**config.mk**
```make
export PLATFORM = sky130hd
export DESIGN_NAME = vga_frame_sequencer
export DESIGN_NICKNAME = d
export VERILOG_FILES = /design/src/rtl/vga_player_pkg.sv /design/src/rtl/vga_timing_gen.sv /design/src/rtl/vga_frame_sequencer.sv
export SDC_FILE = /design/constraint.sdc
export NUM_CORES = 1
export LEC_CHECK = 0
export CAP_MARGIN = 20
export CORE_ASPECT_RATIO = 1.4
export CORE_MARGIN = 2
export CORE_UTILIZATION = 53
export CTS_CLUSTER_SIZE = 28
export DETAILED_ROUTE_END_ITERATION = 7
export PLACE_DENSITY_LB_ADDON = 0.3
export SYNTH_ARGS = -nofsm -noshare
export SYNTH_HDL_FRONTEND = slang
export SYNTH_SLANG_ARGS = --single-unit
export TNS_END_PERCENT = 1
```
**constraint.sdc**
```tcl
create_clock -name clk -period 3.04 [get_ports clk]
set_input_delay 0.608 -clock clk [delete_from_list [all_inputs] [get_ports clk]]
set_output_delay 0.608 -clock clk [all_outputs]
set_load 0.005 [all_outputs]
```
**src/rtl/vga_player_pkg.sv**
```systemverilog
// vga_player_pkg
// Shared definitions for the VGA player datapath: default 640x480@60 Hz
// timing constants, animation defaults, the playback state encoding and
// the bundle of one-cycle command strobes.
// No ports (package).

package vga_player_pkg;

    // Default 640x480@60 Hz timing at a 25.175 MHz pixel clock
    localparam int H_ACTIVE_DEF = 640;
    localparam int H_FP_DEF     = 16;
    localparam int H_SYNC_DEF   = 96;
    localparam int H_BP_DEF     = 48;
    localparam int V_ACTIVE_DEF = 480;
    localparam int V_FP_DEF     = 10;
    localparam int V_SYNC_DEF   = 2;
    localparam int V_BP_DEF     = 33;

    localparam int H_TOTAL_DEF = H_ACTIVE_DEF + H_FP_DEF + H_SYNC_DEF + H_BP_DEF;
    localparam int V_TOTAL_DEF = V_ACTIVE_DEF + V_FP_DEF + V_SYNC_DEF + V_BP_DEF;

    // Animation defaults
    localparam int N_FRAMES_DEF  = 64;
    localparam int FRAME_DIV_DEF = 4;
    localparam int FRAME_W       = $clog2(N_FRAMES_DEF);

    // Playback state; the numeric encoding is visible on the state port
    typedef enum logic [1:0] {
        IDLE  = 2'd0,
        PLAY  = 2'd1,
        PAUSE = 2'd2,
        DONE  = 2'd3
    } play_state_t;

    // One flag per command, used both for the raw strobes and the
    // latched pending flags
    typedef struct packed {
        logic stop;
        logic play;
        logic pause;
        logic step;
    } cmd_set_t;

endpackage

```
**src/rtl/vga_timing_gen.sv**
```systemverilog
// vga_timing_gen
// Horizontal/vertical raster counters with registered sync, display enable
// and position outputs, all describing the same pixel in the same cycle.
// Ports:
//   clk, rst            pixel clock, synchronous active-high reset
//   hsync, vsync        active-low sync pulses
//   display_on          high inside the visible area
//   hpos, vpos          current pixel column / line
//   frame_end           high on the last pixel of the frame (boundary cycle)

module vga_timing_gen
    import vga_player_pkg::*;
#(
    parameter int H_ACTIVE = H_ACTIVE_DEF,
    parameter int H_FP     = H_FP_DEF,
    parameter int H_SYNC   = H_SYNC_DEF,
    parameter int H_BP     = H_BP_DEF,
    parameter int V_ACTIVE = V_ACTIVE_DEF,
    parameter int V_FP     = V_FP_DEF,
    parameter int V_SYNC   = V_SYNC_DEF,
    parameter int V_BP     = V_BP_DEF
) (
    input  logic       clk,
    input  logic       rst,
    output logic       hsync,
    output logic       vsync,
    output logic       display_on,
    output logic [9:0] hpos,
    output logic [9:0] vpos,
    output logic       frame_end
);

    localparam int H_TOTAL = H_ACTIVE + H_FP + H_SYNC + H_BP;
    localparam int V_TOTAL = V_ACTIVE + V_FP + V_SYNC + V_BP;

    localparam logic [9:0] H_LAST   = 10'(H_TOTAL - 1);
    localparam logic [9:0] V_LAST   = 10'(V_TOTAL - 1);
    localparam logic [9:0] H_VIS    = 10'(H_ACTIVE);
    localparam logic [9:0] V_VIS    = 10'(V_ACTIVE);
    localparam logic [9:0] HS_FIRST = 10'(H_ACTIVE + H_FP);
    localparam logic [9:0] HS_LAST  = 10'(H_ACTIVE + H_FP + H_SYNC - 1);
    localparam logic [9:0] VS_FIRST = 10'(V_ACTIVE + V_FP);
    localparam logic [9:0] VS_LAST  = 10'(V_ACTIVE + V_FP + V_SYNC - 1);

    logic [9:0] h_next;
    logic [9:0] v_next;

    // Position of the pixel that will be shown next cycle
    always_comb begin
        h_next = hpos + 10'd1;
        v_next = vpos;
        if (hpos == H_LAST) begin
            h_next = '0;
            v_next = (vpos == V_LAST) ? '0 : vpos + 10'd1;
        end
    end

    // Sync and enable are decoded from the next position so that they are
    // registered alongside hpos/vpos rather than lagging them by a cycle
    always_ff @(posedge clk) begin
        if (rst) begin
            hpos       <= '0;
            vpos       <= '0;
            hsync      <= 1'b1;
            vsync      <= 1'b1;
            display_on <= 1'b1;
        end else begin
            hpos       <= h_next;
            vpos       <= v_next;
            hsync      <= !((h_next >= HS_FIRST) && (h_next <= HS_LAST));
            vsync      <= !((v_next >= VS_FIRST) && (v_next <= VS_LAST));
            display_on <= (h_next < H_VIS) && (v_next < V_VIS);
        end
    end

    assign frame_end = (hpos == H_LAST) && (vpos == V_LAST);

endmodule

```
**src/rtl/vga_frame_sequencer.sv**
```systemverilog
// vga_frame_sequencer
// Raster timing plus playback controller. Command strobes are latched and
// only take effect on the last pixel of a frame, so state and frame_idx
// changes first appear at pixel (0,0) and never tear mid-scan.
// Ports:
//   clk, rst                 pixel clock, synchronous active-high reset
//   cmd_play/pause/stop/step one-cycle command strobes
//   loop_en                  wrap at the last frame instead of stopping
//   hsync, vsync             active-low sync
//   display_on, hpos, vpos   visible-area flag and current position
//   frame_idx                animation frame being displayed
//   frame_tick               pulse at (0,0) when frame_idx changed
//   state                    IDLE=0, PLAY=1, PAUSE=2, DONE=3

module vga_frame_sequencer
    import vga_player_pkg::*;
#(
    parameter int H_ACTIVE  = H_ACTIVE_DEF,
    parameter int H_FP      = H_FP_DEF,
    parameter int H_SYNC    = H_SYNC_DEF,
    parameter int H_BP      = H_BP_DEF,
    parameter int V_ACTIVE  = V_ACTIVE_DEF,
    parameter int V_FP      = V_FP_DEF,
    parameter int V_SYNC    = V_SYNC_DEF,
    parameter int V_BP      = V_BP_DEF,
    parameter int N_FRAMES  = N_FRAMES_DEF,
    parameter int FRAME_DIV = FRAME_DIV_DEF
) (
    input  logic                        clk,
    input  logic                        rst,
    input  logic                        cmd_play,
    input  logic                        cmd_pause,
    input  logic                        cmd_stop,
    input  logic                        cmd_step,
    input  logic                        loop_en,
    output logic                        hsync,
    output logic                        vsync,
    output logic                        display_on,
    output logic [9:0]                  hpos,
    output logic [9:0]                  vpos,
    output logic [$clog2(N_FRAMES)-1:0] frame_idx,
    output logic                        frame_tick,
    output logic [1:0]                  state
);

    localparam int FW    = $clog2(N_FRAMES);
    localparam int DIV_W = $clog2(FRAME_DIV) + 1;

    localparam logic [FW-1:0]    LAST_FRAME = FW'(N_FRAMES - 1);
    localparam logic [DIV_W-1:0] DIV_LAST   = DIV_W'(FRAME_DIV - 1);

    logic frame_end;

    play_state_t      cur_state;
    play_state_t      nxt_state;
    logic [FW-1:0]    frame_q;
    logic [FW-1:0]    frame_d;
    logic [DIV_W-1:0] div_q;
    logic [DIV_W-1:0] div_d;
    logic             tick_d;
    cmd_set_t         cmd_in;
    cmd_set_t         pend_q;
    cmd_set_t         pend_d;
    cmd_set_t         eff;

    vga_timing_gen #(
        .H_ACTIVE (H_ACTIVE),
        .H_FP     (H_FP),
        .H_SYNC   (H_SYNC),
        .H_BP     (H_BP),
        .V_ACTIVE (V_ACTIVE),
        .V_FP     (V_FP),
        .V_SYNC   (V_SYNC),
        .V_BP     (V_BP)
    ) u_timing (
        .clk        (clk),
        .rst        (rst),
        .hsync      (hsync),
        .vsync      (vsync),
        .display_on (display_on),
        .hpos       (hpos),
        .vpos       (vpos),
        .frame_end  (frame_end)
    );

    assign cmd_in = '{stop: cmd_stop, play: cmd_play, pause: cmd_pause, step: cmd_step};

    // A strobe landing on the boundary cycle itself is folded in here, so
    // it is applied at that boundary rather than carried into the next frame
    assign eff = pend_q | cmd_in;

    // Next-state logic. Outside the boundary only the pending flags move.
    // At the boundary one command is resolved by priority
    // stop > play > pause > step; a command with no meaning in the current
    // state is dropped and PLAY then keeps advancing as if none arrived.
    always_comb begin
        nxt_state = cur_state;
        frame_d   = frame_q;
        div_d     = div_q;
        tick_d    = 1'b0;
        pend_d    = pend_q | cmd_in;

        if (frame_end) begin
            pend_d = '0;
            if (eff.stop) begin
                nxt_state = IDLE;
                frame_d   = '0;
                div_d     = '0;
            end else begin
                unique case (cur_state)
                    IDLE: begin
                        if (eff.play) begin
                            nxt_state = PLAY;
                        end
                    end
                    PLAY: begin
                        if (eff.pause && !eff.play) begin
                            nxt_state = PAUSE;
                        end else if (div_q == DIV_LAST) begin
                            div_d = '0;
                            if (frame_q != LAST_FRAME) begin
                                frame_d = frame_q + 1'b1;
                            end else if (loop_en) begin
                                frame_d = '0;
                            end else begin
                                nxt_state = DONE;
                            end
                        end else begin
                            div_d = div_q + 1'b1;
                        end
                    end
                    PAUSE: begin
                        if (eff.play) begin
                            nxt_state = PLAY;
                        end else if (eff.step && !eff.pause) begin
                            if (frame_q != LAST_FRAME) begin
                                frame_d = frame_q + 1'b1;
                            end else if (loop_en) begin
                                frame_d = '0;
                            end
                        end
                    end
                    DONE: begin
                        if (eff.play) begin
                            nxt_state = PLAY;
                            frame_d   = '0;
                            div_d     = '0;
                        end
                    end
                    default: begin
                        nxt_state = IDLE;
                    end
                endcase
            end
            tick_d = (frame_d != frame_q);
        end
    end

    // Playback registers; everything here changes only at a frame boundary
    // except the pending flags
    always_ff @(posedge clk) begin
        if (rst) begin
            cur_state  <= IDLE;
            frame_q    <= '0;
            div_q      <= '0;
            frame_tick <= 1'b0;
            pend_q     <= '0;
        end else begin
            cur_state  <= nxt_state;
            frame_q    <= frame_d;
            div_q      <= div_d;
            frame_tick <= tick_d;
            pend_q     <= pend_d;
        end
    end

    assign frame_idx = frame_q;
    assign state     = cur_state;

endmodule

```
==> results.tsv <==
stage	metric	value	unit
critical_path	cp_cell_sequence	clkdlybuf4s50_1 -> or2_1 -> nor4_4 -> o21ai_0 -> o211ai_1 -> a41oi_1 -> o41a_1	
clock_tree	ctsHoldBuffers	0	
floorplan	die_area	4970	um^2
sta	max_freq	0.381	GHz
clock_tree	clk_latency	300	ps
place	dpl_cell_area	2750	um^2
floorplan	num_io_pins	39	
hold_path	min_path_type	flip-flop to flip-flop	
critical_path	reg2reg_depth	6	
routing	drt_iter0_markers	224	
synth	ys_seq_elements	39	
critical_path	slowest_delay	440	ps
critical_path	r2r_end	frame_tick$_SDFF_PP0_	
critical_path	crit_type	input port to flip-flop	
critical_path	cp_max_fo	6	
routing	drt-total-wl	6110	um
global_routing	grt_usage	26.7	%
routing	drc	0	
routing	wl_per_cell	15.8	um
final_layout	drive_above_1_share	7.93	%
hold_path	holdPathStages	2	
critical_path	cp-end-kind	flip-flop	
final_layout	fillers	367	
critical_path	rrSetupSlack	530	ps
final_layout	synthToLayoutAreaGrowth	23.1	%
clock_tree	clk_pin_slew	70	ps
synth	ys_warn_count	0	
sta	maxSlewViolCount	0	
sta	max-slew-margin-rel	68.8	%
critical_path	critPathRequiredTime	3230	ps
hold_path	hold_end	pend_q[0]$_SDFF_PP0_	
sta	min_period_over_period	86.4	%
sta	hold_viol	0	
clock_tree	cts_max_level	2	
synth	synth_edf_count	0	
synth	synth.distinct_cells	60	
sta	setup_viol	0	
synth	syn_area	2340	um^2
synth	ys_dominant_reg_cell	dfxtp_1	
pwr	peakVddDrop	0.000383	V
sta	rsz0062_at_grt	false	
floorplan	row_count	28	
pwr	power_leakage	0.947	nW
global_routing	overflow	0	
sta	fin_skew	4.68	ps
routing	postRouteAntennaNets	0	
critical_path	cp.buffers_inverters	1	
final_layout	seq_area	781	um^2
hold_path	worstHoldStart	pend_q[0]$_SDFF_PP0_	
synth	postSynthCellCount	293	
floorplan	die_width	60.2	um
final_layout	stdcell_area	2880	um^2
clock_tree	clock_sinks	39	
synth	avgSynthCellArea	7.99	um^2
critical_path	worstReg2RegStart	frame_idx[0]$_SDFFE_PP0P_	
floorplan	die_h	82.6	um
synth	synth_top_area_share	33.4	%
routing	vias	2335	
sta	setup_tns	0	ps
global_routing	grt_pass1_wl	10000	um
floorplan	start_util	55.2	%
place	port_buffers	38	
synth	synth_area_leaders	dfxtp_1, nor2_1, nand3_1	
place	place_congestion	0.932	
global_routing	grt_pass1_vias	2187	
floorplan	fp.coreArea	4240	um^2
critical_path	start_kind	input port	
critical_path	crit_arrival	2810	ps
clock_tree	root_buffer	clkbuf_8	
critical_path	slowest_stage	o41a_1	
routing	via_per_inst	6.02	
synth	syn_nets	306	
clock_tree	post-cts-setup-buffer-count	0	
run_status	outcome	finished clean	
sta	period_minus_slack	2630	ps
final_layout	multiInputGateArea	1440	um^2
sta	worst_slew_pin_slew	465	ps
clock_tree	clock_path_buffers	2	
synth	yosysSeqAreaShare	33.4	%
global_routing	grt_antenna_before_repair	0	
final_layout	nets	340	
synth	synth-async-reset-ratio	0	%
synth	yosys.area.top_type	dfxtp_1	
clock_tree	cts_resized	0	
flow_run	drv_cap	0	
clock_tree	cts_tree	built	
routing	firstDrtPassIters	4	
final_layout	diodes	0	
global_routing	grt_max_degree	21	
clock_tree	cts_buffers	5	
pwr	powerDensity	381	nW/um^2
place	dp_hpwl	4460	um
critical_path	critPathTopFamily	compound AO/OA/AOI/OAI gates	
## state kept, by name, indices dropped and copies added, names as in the netlist
signal,cells
u_timing.hsync,1
pend_q,4
div_q,3
state,2
frame_idx,6
u_timing.vsync,1
u_timing.hpos,10
u_timing.vpos,10
frame_tick,1
u_timing.display_on,1
## per-stage QoR
| stage | util (%) | total power, mW | instances | setup slack, ps | hold WS [ps] |
|---|---|---|---|---|---|
| 2_1_floorplan | - | 0.568 | 293 | 741 | 449 |
| 3_3_place_gp | 64.9 | 0.591 | 380 | 162 | 460 |
| 3_5_place_dp | 64.9 | 0.592 | 380 | 126 | 469 |
| 4_1_cts | 68.0 | 1.10 | 388 | 432 | 495 |
| 5_1_grt | 68.0 | 1.13 | 388 | 328 | 534 |
| 6_report | 68.0 | 1.10 | 388 | 413 | 488 |
## worst register-to-register path, cell delays in order, from the launching register on
cell	delay (ps)
dfxtp_1	500
ha_1	330
nand2_1	140
or4_1	630
o21ai_0	340
a31oi_1	140
o41a_1	320
## cell type report
cell class	instances	area share (%)
clock inverter	2	2.08
clock buffer	6	2.52
multi-input combinational	227	49.8
timing repair buffer	43	14.5
inverter	11	1.43
sequential	39	27.1
tap	60	2.60
## synth_stat cells, drive strengths merged, types with 2 or more instances
library cell   n
a211oi         3
a21boi         3
a21o           2
a21oi         14
a311oi         2
a31oi          5
a32oi          2
a41oi          3
and3           4
buf            9
clkbuf         7
dfxtp         39
ha             6
inv           11
nand2         19
nand2b         2
nand3         21
nand4          8
nor2          34
nor2b          3
nor3          12
nor4           4
o2111ai        2
o211ai         3
o21a           2
o21ai         17
o22ai          2
o2bb2ai        2
o31a           2
o31ai          3
or2            7
or3            5
or4            4
xnor2         11
xor2           5
## worst max-delay path by stage
| stage | slack, ps | end | start | cells after the start |
|---|---|---|---|---|
| 2_1_floorplan | 740 | frame_tick$_SDFF_PP0_ | cmd_play | 8 |
| 3_3_place_gp | 160 | frame_tick$_SDFF_PP0_ | cmd_pause | 7 |
| 3_5_place_dp | 130 | frame_tick$_SDFF_PP0_ | cmd_pause | 7 |
| 4_1_cts | 430 | frame_tick$_SDFF_PP0_ | cmd_pause | 7 |
| 5_1_grt | 330 | frame_tick$_SDFF_PP0_ | cmd_play | 7 |
| 6_report | 410 | frame_tick$_SDFF_PP0_ | cmd_pause | 7 |
## placed cells by master (no fill, tap or decap), types with 2 or more instances in the layout
cell type,netlist,layout
a211oi_1,2,2
a21boi_0,2,2
a21o_1,2,2
a21oi_1,14,14
a311oi_1,2,2
a31oi_1,5,5
a32oi_1,2,2
a41oi_1,3,3
and3_1,4,4
buf_4,0,5
bufinv_16,0,2
clkbuf_8,0,5
clkdlybuf4s50_1,0,38
dfxtp_1,39,39
ha_1,6,6
inv_1,11,11
nand2_1,19,19
nand2b_1,2,2
nand3_1,21,21
nand4_1,8,8
nor2_1,31,31
nor2_2,2,2
nor2b_1,3,3
nor3_1,12,12
nor4_1,2,2
o2111ai_1,2,2
o211ai_1,3,3
o21a_1,2,2
o21ai_0,17,17
o22ai_1,2,2
o2bb2ai_1,2,2
o31a_1,2,2
o31ai_1,3,3
or2_1,2,2
or2_2,4,4
or3_1,4,4
or4_1,4,4
xnor2_1,11,11
xor2_1,5,5
## layer usage
metal  up-vias  GRT usage (%)  routed length, um
met4         0           15.6                204
met5         -              0                  0
met1      1118           27.8               2400
li1       1142              -                  -
met3        17           4.05                209
met2        58           49.2               3290
## power by group
part / leakage (nW) / internal (mW) / switching [mW]
combinational: 0.565 / 0.0240 / 0.0312
clock: 0.0654 / 0.328 / 0.189
sequential: 0.316 / 0.518 / 0.00766
## cell families (layout without fill, tap and decap cells)
family,after synthesis,count (layout),share of synthesized area (%)
mux,1,1,0.428
compound gates,75,75,22.2
simple gates,129,129,29.4
buf+inv,27,62,5.34
fa+ha+maj,6,6,3.21
xor+xnor,16,16,5.99
flops,39,39,33.4
Note: power is estimated with default switching activity, not from simulation.
